<file path="config.mk">
export PLATFORM = sky130hd
export DESIGN_NAME = uart1_rx
export DESIGN_NICKNAME = d
export VERILOG_FILES = /design/src/rtl/uart1_rx_sync2.sv /design/src/rtl/uart1_rx.sv
export SDC_FILE = /design/constraint.sdc
export NUM_CORES = 1
export LEC_CHECK = 0
export ABC_AREA = 1
export CORE_MARGIN = 4
export CORE_UTILIZATION = 37
export DETAILED_ROUTE_END_ITERATION = 10
export GPL_TIMING_DRIVEN = 0
export SKIP_CTS_REPAIR_TIMING = 1
export SKIP_LAST_GASP = 1
export SLEW_MARGIN = 20
export SYNTH_ARGS = -nofsm -noshare
export SYNTH_HDL_FRONTEND = slang
export SYNTH_SLANG_ARGS = --single-unit
</file>
<file path="constraint.sdc">
create_clock -name clk -period 1.9 [get_ports clk]
set_input_delay 0.38 -clock clk [delete_from_list [all_inputs] [get_ports clk]]
set_output_delay 0.38 -clock clk [all_outputs]
set_load 0.02 [all_outputs]
</file>
<file path="src/rtl/uart1_rx_sync2.sv">
// Two-flop synchronizer for an asynchronous level input; resets to 1 so an
// idle-high line does not look active while reset releases.
module sync2 (
    input  logic clk,
    input  logic rst_n,
    input  logic d,
    output logic q
);

    logic meta_r;
    logic sync_r;

    // Two-stage capture of the asynchronous input.
    always_ff @(posedge clk or negedge rst_n) begin
        if (!rst_n) begin
            meta_r <= 1'b1;
            sync_r <= 1'b1;
        end else begin
            meta_r <= d;
            sync_r <= meta_r;
        end
    end

    assign q = sync_r;

endmodule

</file>
<file path="src/rtl/uart1_rx.sv">
// 8N1 serial receiver: mid-bit sampling of a synchronized rx line, parallel
// byte output and a level interrupt that holds until the CPU clears it.
module uart1_rx #(
    parameter int CLOCK_DIV          = 8,
    parameter int CLOCK_COUNTER_BITS = 4
) (
    input  logic       clk,
    input  logic       nreset,
    input  logic       rx,
    output logic [7:0] data,
    output logic       interrupt,
    input  logic       interrupt_clear
);

    typedef enum logic [2:0] {
        ST_IDLE  = 3'd0,
        ST_START = 3'd1,
        ST_DATA  = 3'd2,
        ST_STOP  = 3'd3,
        ST_BREAK = 3'd4
    } state_t;

    localparam logic [CLOCK_COUNTER_BITS-1:0] CNT_ZERO = CLOCK_COUNTER_BITS'(0);
    localparam logic [CLOCK_COUNTER_BITS-1:0] CNT_ONE  = CLOCK_COUNTER_BITS'(1);
    localparam logic [CLOCK_COUNTER_BITS-1:0] CNT_HALF = CLOCK_COUNTER_BITS'(CLOCK_DIV / 2 - 1);
    localparam logic [CLOCK_COUNTER_BITS-1:0] CNT_FULL = CLOCK_COUNTER_BITS'(CLOCK_DIV - 1);

    logic                          rxs_s;
    logic                          tick_s;
    state_t                        state_r, state_s;
    logic [CLOCK_COUNTER_BITS-1:0] cnt_r, cnt_s;
    logic [2:0]                    bit_r, bit_s;
    logic [7:0]                    shift_r, shift_s;
    logic [7:0]                    data_r, data_s;
    logic                          irq_r, irq_s;

    sync2 u_sync2 (
        .clk   (clk),
        .rst_n (nreset),
        .d     (rx),
        .q     (rxs_s)
    );

    assign tick_s = (cnt_r == CNT_ZERO);

    // Next-state, bit timing, shift register and output register updates.
    always_comb begin
        state_s = state_r;
        cnt_s   = cnt_r;
        bit_s   = bit_r;
        shift_s = shift_r;
        data_s  = data_r;
        if (interrupt_clear) begin
            irq_s = 1'b0;
        end else begin
            irq_s = irq_r;
        end

        case (state_r)
            ST_IDLE: begin
                if (!rxs_s) begin
                    // Counter expires CLOCK_DIV/2 edges from now: mid start bit.
                    state_s = ST_START;
                    cnt_s   = CNT_HALF;
                    bit_s   = 3'd0;
                end else begin
                    state_s = ST_IDLE;
                end
            end
            ST_START: begin
                if (tick_s) begin
                    if (rxs_s) begin
                        state_s = ST_IDLE;
                        cnt_s   = CNT_ZERO;
                    end else begin
                        state_s = ST_DATA;
                        cnt_s   = CNT_FULL;
                    end
                end else begin
                    cnt_s = cnt_r - CNT_ONE;
                end
            end
            ST_DATA: begin
                if (tick_s) begin
                    shift_s = {rxs_s, shift_r[7:1]};
                    cnt_s   = CNT_FULL;
                    if (bit_r == 3'd7) begin
                        state_s = ST_STOP;
                    end else begin
                        bit_s = bit_r + 3'd1;
                    end
                end else begin
                    cnt_s = cnt_r - CNT_ONE;
                end
            end
            ST_STOP: begin
                if (tick_s) begin
                    cnt_s = CNT_ZERO;
                    bit_s = 3'd0;
                    if (rxs_s) begin
                        // Good stop bit: set wins over a simultaneous clear.
                        data_s  = shift_r;
                        irq_s   = 1'b1;
                        state_s = ST_IDLE;
                    end else begin
                        state_s = ST_BREAK;
                    end
                end else begin
                    cnt_s = cnt_r - CNT_ONE;
                end
            end
            ST_BREAK: begin
                if (rxs_s) begin
                    state_s = ST_IDLE;
                end else begin
                    state_s = ST_BREAK;
                end
            end
            default: begin
                state_s = ST_IDLE;
                cnt_s   = CNT_ZERO;
                bit_s   = 3'd0;
            end
        endcase
    end

    // State and datapath registers.
    always_ff @(posedge clk or negedge nreset) begin
        if (!nreset) begin
            state_r <= ST_IDLE;
            cnt_r   <= CNT_ZERO;
            bit_r   <= 3'd0;
            shift_r <= 8'h00;
            data_r  <= 8'h00;
            irq_r   <= 1'b0;
        end else begin
            state_r <= state_s;
            cnt_r   <= cnt_s;
            bit_r   <= bit_s;
            shift_r <= shift_s;
            data_r  <= data_s;
            irq_r   <= irq_s;
        end
    end

    assign data      = data_r;
    assign interrupt = irq_r;

endmodule

</file>
==> flow_metrics.env, run 1 <==
export IMPL_synth_seq_cells=29
export IMPL_place_hpwl_um=1872
export IMPL_die_w_um=69.38
export IMPL_finalSetupViolCount=0
export IMPL_finalNetCount=180
export IMPL_total_power_mw=2.657
export IMPL_start_util=0.3807
export IMPL_antenna_diode_count=0
export IMPL_synth_cells=153
export IMPL_antenna_found_initial=0
export IMPL_grt_max_degree=30
export IMPL_overflow=0
export IMPL_via_per_inst=4.697
export IMPL_max_slew_margin=0.5819
export IMPL_fmax_mhz=618.8
export IMPL_die_area_um2=4813
export IMPL_slew_viol_final=0
export IMPL_layout_commonest_cell="nand2_1"
export IMPL_synthDistinctLibCells=28
export IMPL_place_gp_congestion=0.8122
export IMPL_first_iter_violations=79
export IMPL_critPathRequiredTime_ps=1520
export IMPL_drc=0
export IMPL_worst_setup_path_type="reg -> out"
export IMPL_worstSetupStartpointType="register"
export IMPL_final_core_util=0.4651
export IMPL_grt_pass1_wl_um=4802
export IMPL_rsz0062_at_grt="no"
export IMPL_core_area_um2=3661
export IMPL_area_growth_pct=22.17
export IMPL_first_pass_iters=4
export IMPL_clock_sinks=29
export IMPL_cp_max_fo=2
export IMPL_clockRootBuffer="clkbuf_8"
export IMPL_crit_buf_inv=1
export IMPL_synth_area_um2=1394
export IMPL_yosysWarnings=0
export IMPL_num_io_pins=13
export IMPL_cp_cell_sequence="clkdlybuf4s50_1"
export IMPL_power_density_nw_per_um2=1561
export IMPL_h_tree_depth=2
export IMPL_synth_top_cell_area_share=0.4847
export IMPL_tightest_slew_ps=627.2
export IMPL_grt_usage=0.1264
export IMPL_syn_avg_cell_area_um2=9.110
export IMPL_wl_um=2558
export IMPL_numCtsBuffers=5
export IMPL_finalHoldViolCount=0
export IMPL_final_setup_worst_slack_ps=284.1
export IMPL_place_area_um2=1569
export IMPL_slowest_stage="clkdlybuf4s50_1"
export IMPL_drive_above_1_share=0.1908
export IMPL_r2r_cells=8
export IMPL_clk_pin_slew_worst_paths_ps=70
export IMPL_end_kind="output pin"
export IMPL_rows=22
export IMPL_fin_area_um2=1703
export IMPL_ys_seq_area_frac=0.5224
export IMPL_io_buffers=12
export IMPL_ant_nets=0
export IMPL_crit_family="buffers and inverters"
export IMPL_mostFrequentLayoutCells="nand2_1, dfrtp_1, inv_1, o21ai_0"
export IMPL_finalCritPeriodShare=0.8505
export IMPL_synth_area_leaders="dfrtp_1, nand2_1, o21ai_0, dfstp_2, inv_1"
export IMPL_clk_path_buf_depth=2
export IMPL_finalWorstPathRequiredPeriod_ps=1616
export IMPL_arrival_ps=1240
export IMPL_cts_tree="done"
export IMPL_drv_cap=0
export IMPL_cp_depth=1
export IMPL_vias=1038
export IMPL_finClkSkew_ps=7.377
export IMPL_tns_ps=0
export IMPL_fillers=351
export IMPL_vdd_ir_drop_max_uv=556.7
export IMPL_run_status="finished, final reports clean"
export IMPL_synthesis_nets=161
export IMPL_netlist_top_cell_by_area="dfrtp_1"
export IMPL_fp_dieH_um=69.38
export IMPL_dp_slack_ps=418.8
export IMPL_clk_latency_ps=280
export IMPL_grt_pass1_vias=1050
export IMPL_post_drt_wl_per_cell_um=11.57
export IMPL_p_leak_nw=0.8349
export IMPL_hold_path_class="in -> async"
export IMPL_slowest_delay_ps=600
==> Yosys cell counts <==
library cell,instances
inv_2,3
nand3_2,1
or2_1,1
dfstp_2,2
o21bai_1,2
buf_6,2
nand4_2,1
o21ai_1,1
ha_1,4
a211oi_1,1
a21oi_2,3
nand3b_1,1
nor2_1,11
nand3_1,3
nor3_4,1
o22ai_1,2
o21ai_2,5
inv_1,14
nor2_2,2
dfrtp_1,27
nand2_1,42
nand2_4,1
nor3_2,1
nand4_1,1
o21ai_0,12
nand2_2,1
a21oi_1,7
nor2_4,1
==> state kept, by name, indices dropped and copies added, names as in the netlist <==
register        cells
cnt_r               4
interrupt           1
data                8
shift_r             8
state_r             3
u_sync2.meta_r      1
bit_r               3
u_sync2.q           1
==> cells by family after synthesis <==
logic type | synth area share
AO/OA/AOI/OAI | 0.1472
adder cells (fa/ha/maj) | 0.03591
buffers and inverters | 0.06194
flip-flops | 0.5224
AND/OR/NAND/NOR | 0.2325
==> path summary, 6_finish.rpt <==
| kind | start | end | slack (ps) |
|---|---|---|---|
| worst max-delay path | data[2] | data[2] | 280 |
| worst min-delay path | nreset | data[1] | 110 |
| worst max register to register | cnt_r[0] | shift_r[5] | 400 |
| worst min register to register | u_sync2.meta_r | u_sync2.q | 360 |
| max in group asynchronous | nreset | state_r[1] | 1370 |
| min in group clk | u_sync2.meta_r | u_sync2.q | 360 |
==> area by class of cell <==
type / instances / area (µm²) / area share
Buffer: 2 / 22.52 / 0.01323
Timing Repair Buffer: 12 / 115.1 / 0.06760
Sequential cell: 29 / 728.2 / 0.4276
Clock buffer: 5 / 68.82 / 0.04041
Multi-Input combinational cell: 105 / 579.3 / 0.3402
Tap cell: 48 / 60.06 / 0.03527
Clock inverter: 3 / 65.06 / 0.03821
Inverter: 17 / 63.81 / 0.03747
==> metrics by stage <==
| stage | hold WS, ps | cells |
|---|---|---|
| floorplan | 84.41 | 153 |
| global placement | 346.3 | 213 |
| detailed placement | 351.0 | 213 |
| CTS | 140.5 | 221 |
| global route | 166.0 | 221 |
| finish | 113.6 | 221 |
==> metal layers <==
metal,wire (µm),global-route usage
met5,0,0
met4,42,0.05857
met3,132,0.04493
met2,1162,0.1949
met1,1220,0.1577
==> where the power goes <==
part / leakage (nW) / total (mW) / internal [mW] / switching [mW]
clock: 0.0681 / 0.757 / 0.521 / 0.237
sequential: 0.377 / 0.927 / 0.804 / 0.123
combinational: 0.389 / 0.973 / 0.371 / 0.602
Power figures use the tool's default switching activity.
==> run 2, diff against run 1 <==
- MAX_ROUTING_LAYER: unset -> met4
- SLEW_MARGIN: 20 -> unset
==> run 2 against run 1 <==
Sequential power about the same. Die area stayed put. Utilization is the same. Non-clock buffer count unchanged. Largest cell class unchanged. Global-route usage rose by 0.18 points. Via count is 0.87% lower. Worst hold slack about the same. Fmax grew 0.17%. Clock skew fell by 1.2 ps. Clock power about the same. Sequential share of layout area did not move. Critical path depth unchanged.
==> flow_metrics.env, run 2 (synthesized netlist as in run 1, its figures left out) <==
export IMPL_run_status="finished, final reports clean"
export IMPL_drive_above_1_share=0.1908
export IMPL_worstSetupStartpointType="register"
export IMPL_finalHoldViolCount=0
export IMPL_area_growth_pct=22.17
export IMPL_end_kind="output pin"
export IMPL_slew_viol_final=0
export IMPL_die_area_um2=4813
export IMPL_arrival_ps=1230
export IMPL_vias=1029
export IMPL_wl_um=2569
export IMPL_finClkSkew_ps=6.180
export IMPL_cp_depth=1
export IMPL_grt_usage=0.1282
export IMPL_first_iter_violations=76
export IMPL_core_area_um2=3661
export IMPL_clk_path_buf_depth=2
export IMPL_p_int_mw=1.696
export IMPL_finalCritPeriodShare=0.8491
export IMPL_fp_dieH_um=69.38
export IMPL_clk_latency_ps=280
export IMPL_p_leak_nw=0.8349
export IMPL_slowest_delay_ps=600
export IMPL_num_io_pins=13
export IMPL_swShare=0.3612
export IMPL_first_pass_iters=4
export IMPL_fin_area_um2=1703
export IMPL_finalNetCount=180
export IMPL_grt_max_degree=30
export IMPL_cts_tree="done"
export IMPL_mostFrequentLayoutCells="nand2_1, dfrtp_1, inv_1, o21ai_0"
export IMPL_cp_cell_sequence="clkdlybuf4s50_1"
export IMPL_place_hpwl_um=1866
export IMPL_start_util=0.3807
export IMPL_place_area_um2=1574
export IMPL_grt_pass1_vias=1058
export IMPL_slowest_stage="clkdlybuf4s50_1"
export IMPL_clock_sinks=29
export IMPL_crit_buf_inv=1
export IMPL_tightest_slew_ps=624.4
export IMPL_tns_ps=0
export IMPL_power_density_nw_per_um2=1559
export IMPL_clk_pin_slew_worst_paths_ps=60
export IMPL_hold_path_class="in -> async"
export IMPL_clockRootBuffer="clkbuf_8"
export IMPL_p_comb_frac=0.366
export IMPL_clkPwrFrac=0.284
export IMPL_antenna_diode_count=0
export IMPL_antenna_found_initial=0
export IMPL_fmax_mhz=619.9
export IMPL_place_gp_congestion=0.8242
export IMPL_h_tree_depth=2
export IMPL_layout_commonest_cell="nand2_1"
export IMPL_io_buffers=12
export IMPL_rsz0062_at_grt="no"
export IMPL_ant_nets=0
export IMPL_finalWorstPathRequiredPeriod_ps=1613
export IMPL_ff_latch_area_um2=728.2
export IMPL_die_w_um=69.38
export IMPL_numCtsBuffers=5
export IMPL_seq_power_share=0.350
export IMPL_final_core_util=0.4651
export IMPL_switching_power_mw=0.9589
export IMPL_grt_pass1_wl_um=4781
export IMPL_overflow=0
export IMPL_fillers=358
export IMPL_post_drt_wl_per_cell_um=11.62
export IMPL_r2r_cells=8
export IMPL_critPathRequiredTime_ps=1520
export IMPL_vdd_ir_drop_max_uv=570.7
export IMPL_worst_setup_path_type="reg -> out"
export IMPL_cp_max_fo=2
export IMPL_drv_cap=0
export IMPL_finalSetupViolCount=0
export IMPL_crit_family="buffers and inverters"
export IMPL_max_slew_margin=0.5837
export IMPL_multi_input_area_um2=579.3
export IMPL_drc=0
export IMPL_rows=22
export IMPL_via_per_inst=4.656
-- run 2: cell counts in the layout (fill, tap and decap cells not counted) --
Identical to the previous run, type by type.
-- run 2: routing by layer --
| metal | vias to the layer above | share of wire | global-route usage |
|---|---|---|---|
| met1 | 474 | 0.48 | 0.1525 |
| li1 | 532 | - | - |
| met2 | 16 | 0.45 | 0.1917 |
| met4 | 0 | 0.024 | 0.05857 |
| met3 | 7 | 0.046 | 0.04928 |
| met5 | - | 0 | - |
-- run 2: worst reg2reg max path, stage by stage (launching register included) --
cell     delay, ps
dfrtp_1        360
inv_1          140
ha_1           230
nand2_1        160
inv_2          130
nand2_4         80
buf_6          180
nand2_1         70
o21ai_2         50
-- run 2: power by group through the flow --
stage                     logic [mW]  registers, mW  clock network [mW]
after floorplan                0.672          0.968                   0
after global placement         0.949          0.929                   0
after detailed placement       0.968          0.941                   0
after CTS                      0.976          0.930               0.775
after global routing            1.11          0.954               0.802
final                          0.970          0.929               0.755
-- run 2: metrics by stage --
stage	power (mW)	hold slack, ps	worst slack [ps]	cells
3_5_place_dp	1.909	351.0	-70.54	213
5_1_grt	2.869	167.3	230.4	221
3_3_place_gp	1.878	346.3	-4.317	213
6_report	2.655	113.2	286.8	221
4_1_cts	2.680	359.7	220.3	221
2_1_floorplan	1.641	84.41	575.3	153
-- run 2: final cells by class --
| class | count | area share |
|---|---|---|
| Tap cell | 48 | 0.03527 |
| Multi-Input combinational cell | 105 | 0.3402 |
| Timing Repair Buffer | 12 | 0.06760 |
| Buffer | 2 | 0.01323 |
| Sequential cell | 29 | 0.4276 |
| Inverter | 17 | 0.03747 |
| Clock buffer | 5 | 0.04041 |
| Clock inverter | 3 | 0.03821 |
-- run 2: worst paths after layout --
path	slack, ps	to	from
max in group asynchronous	1380	state_r[1]	nreset
hold reg to reg	360	u_sync2.q	u_sync2.meta_r
hold / removal	110	data[1]	nreset
setup reg to reg	410	shift_r[5]	cnt_r[0]
setup / recovery	290	data[2]	data[2]
min in group clk	360	u_sync2.q	u_sync2.meta_r
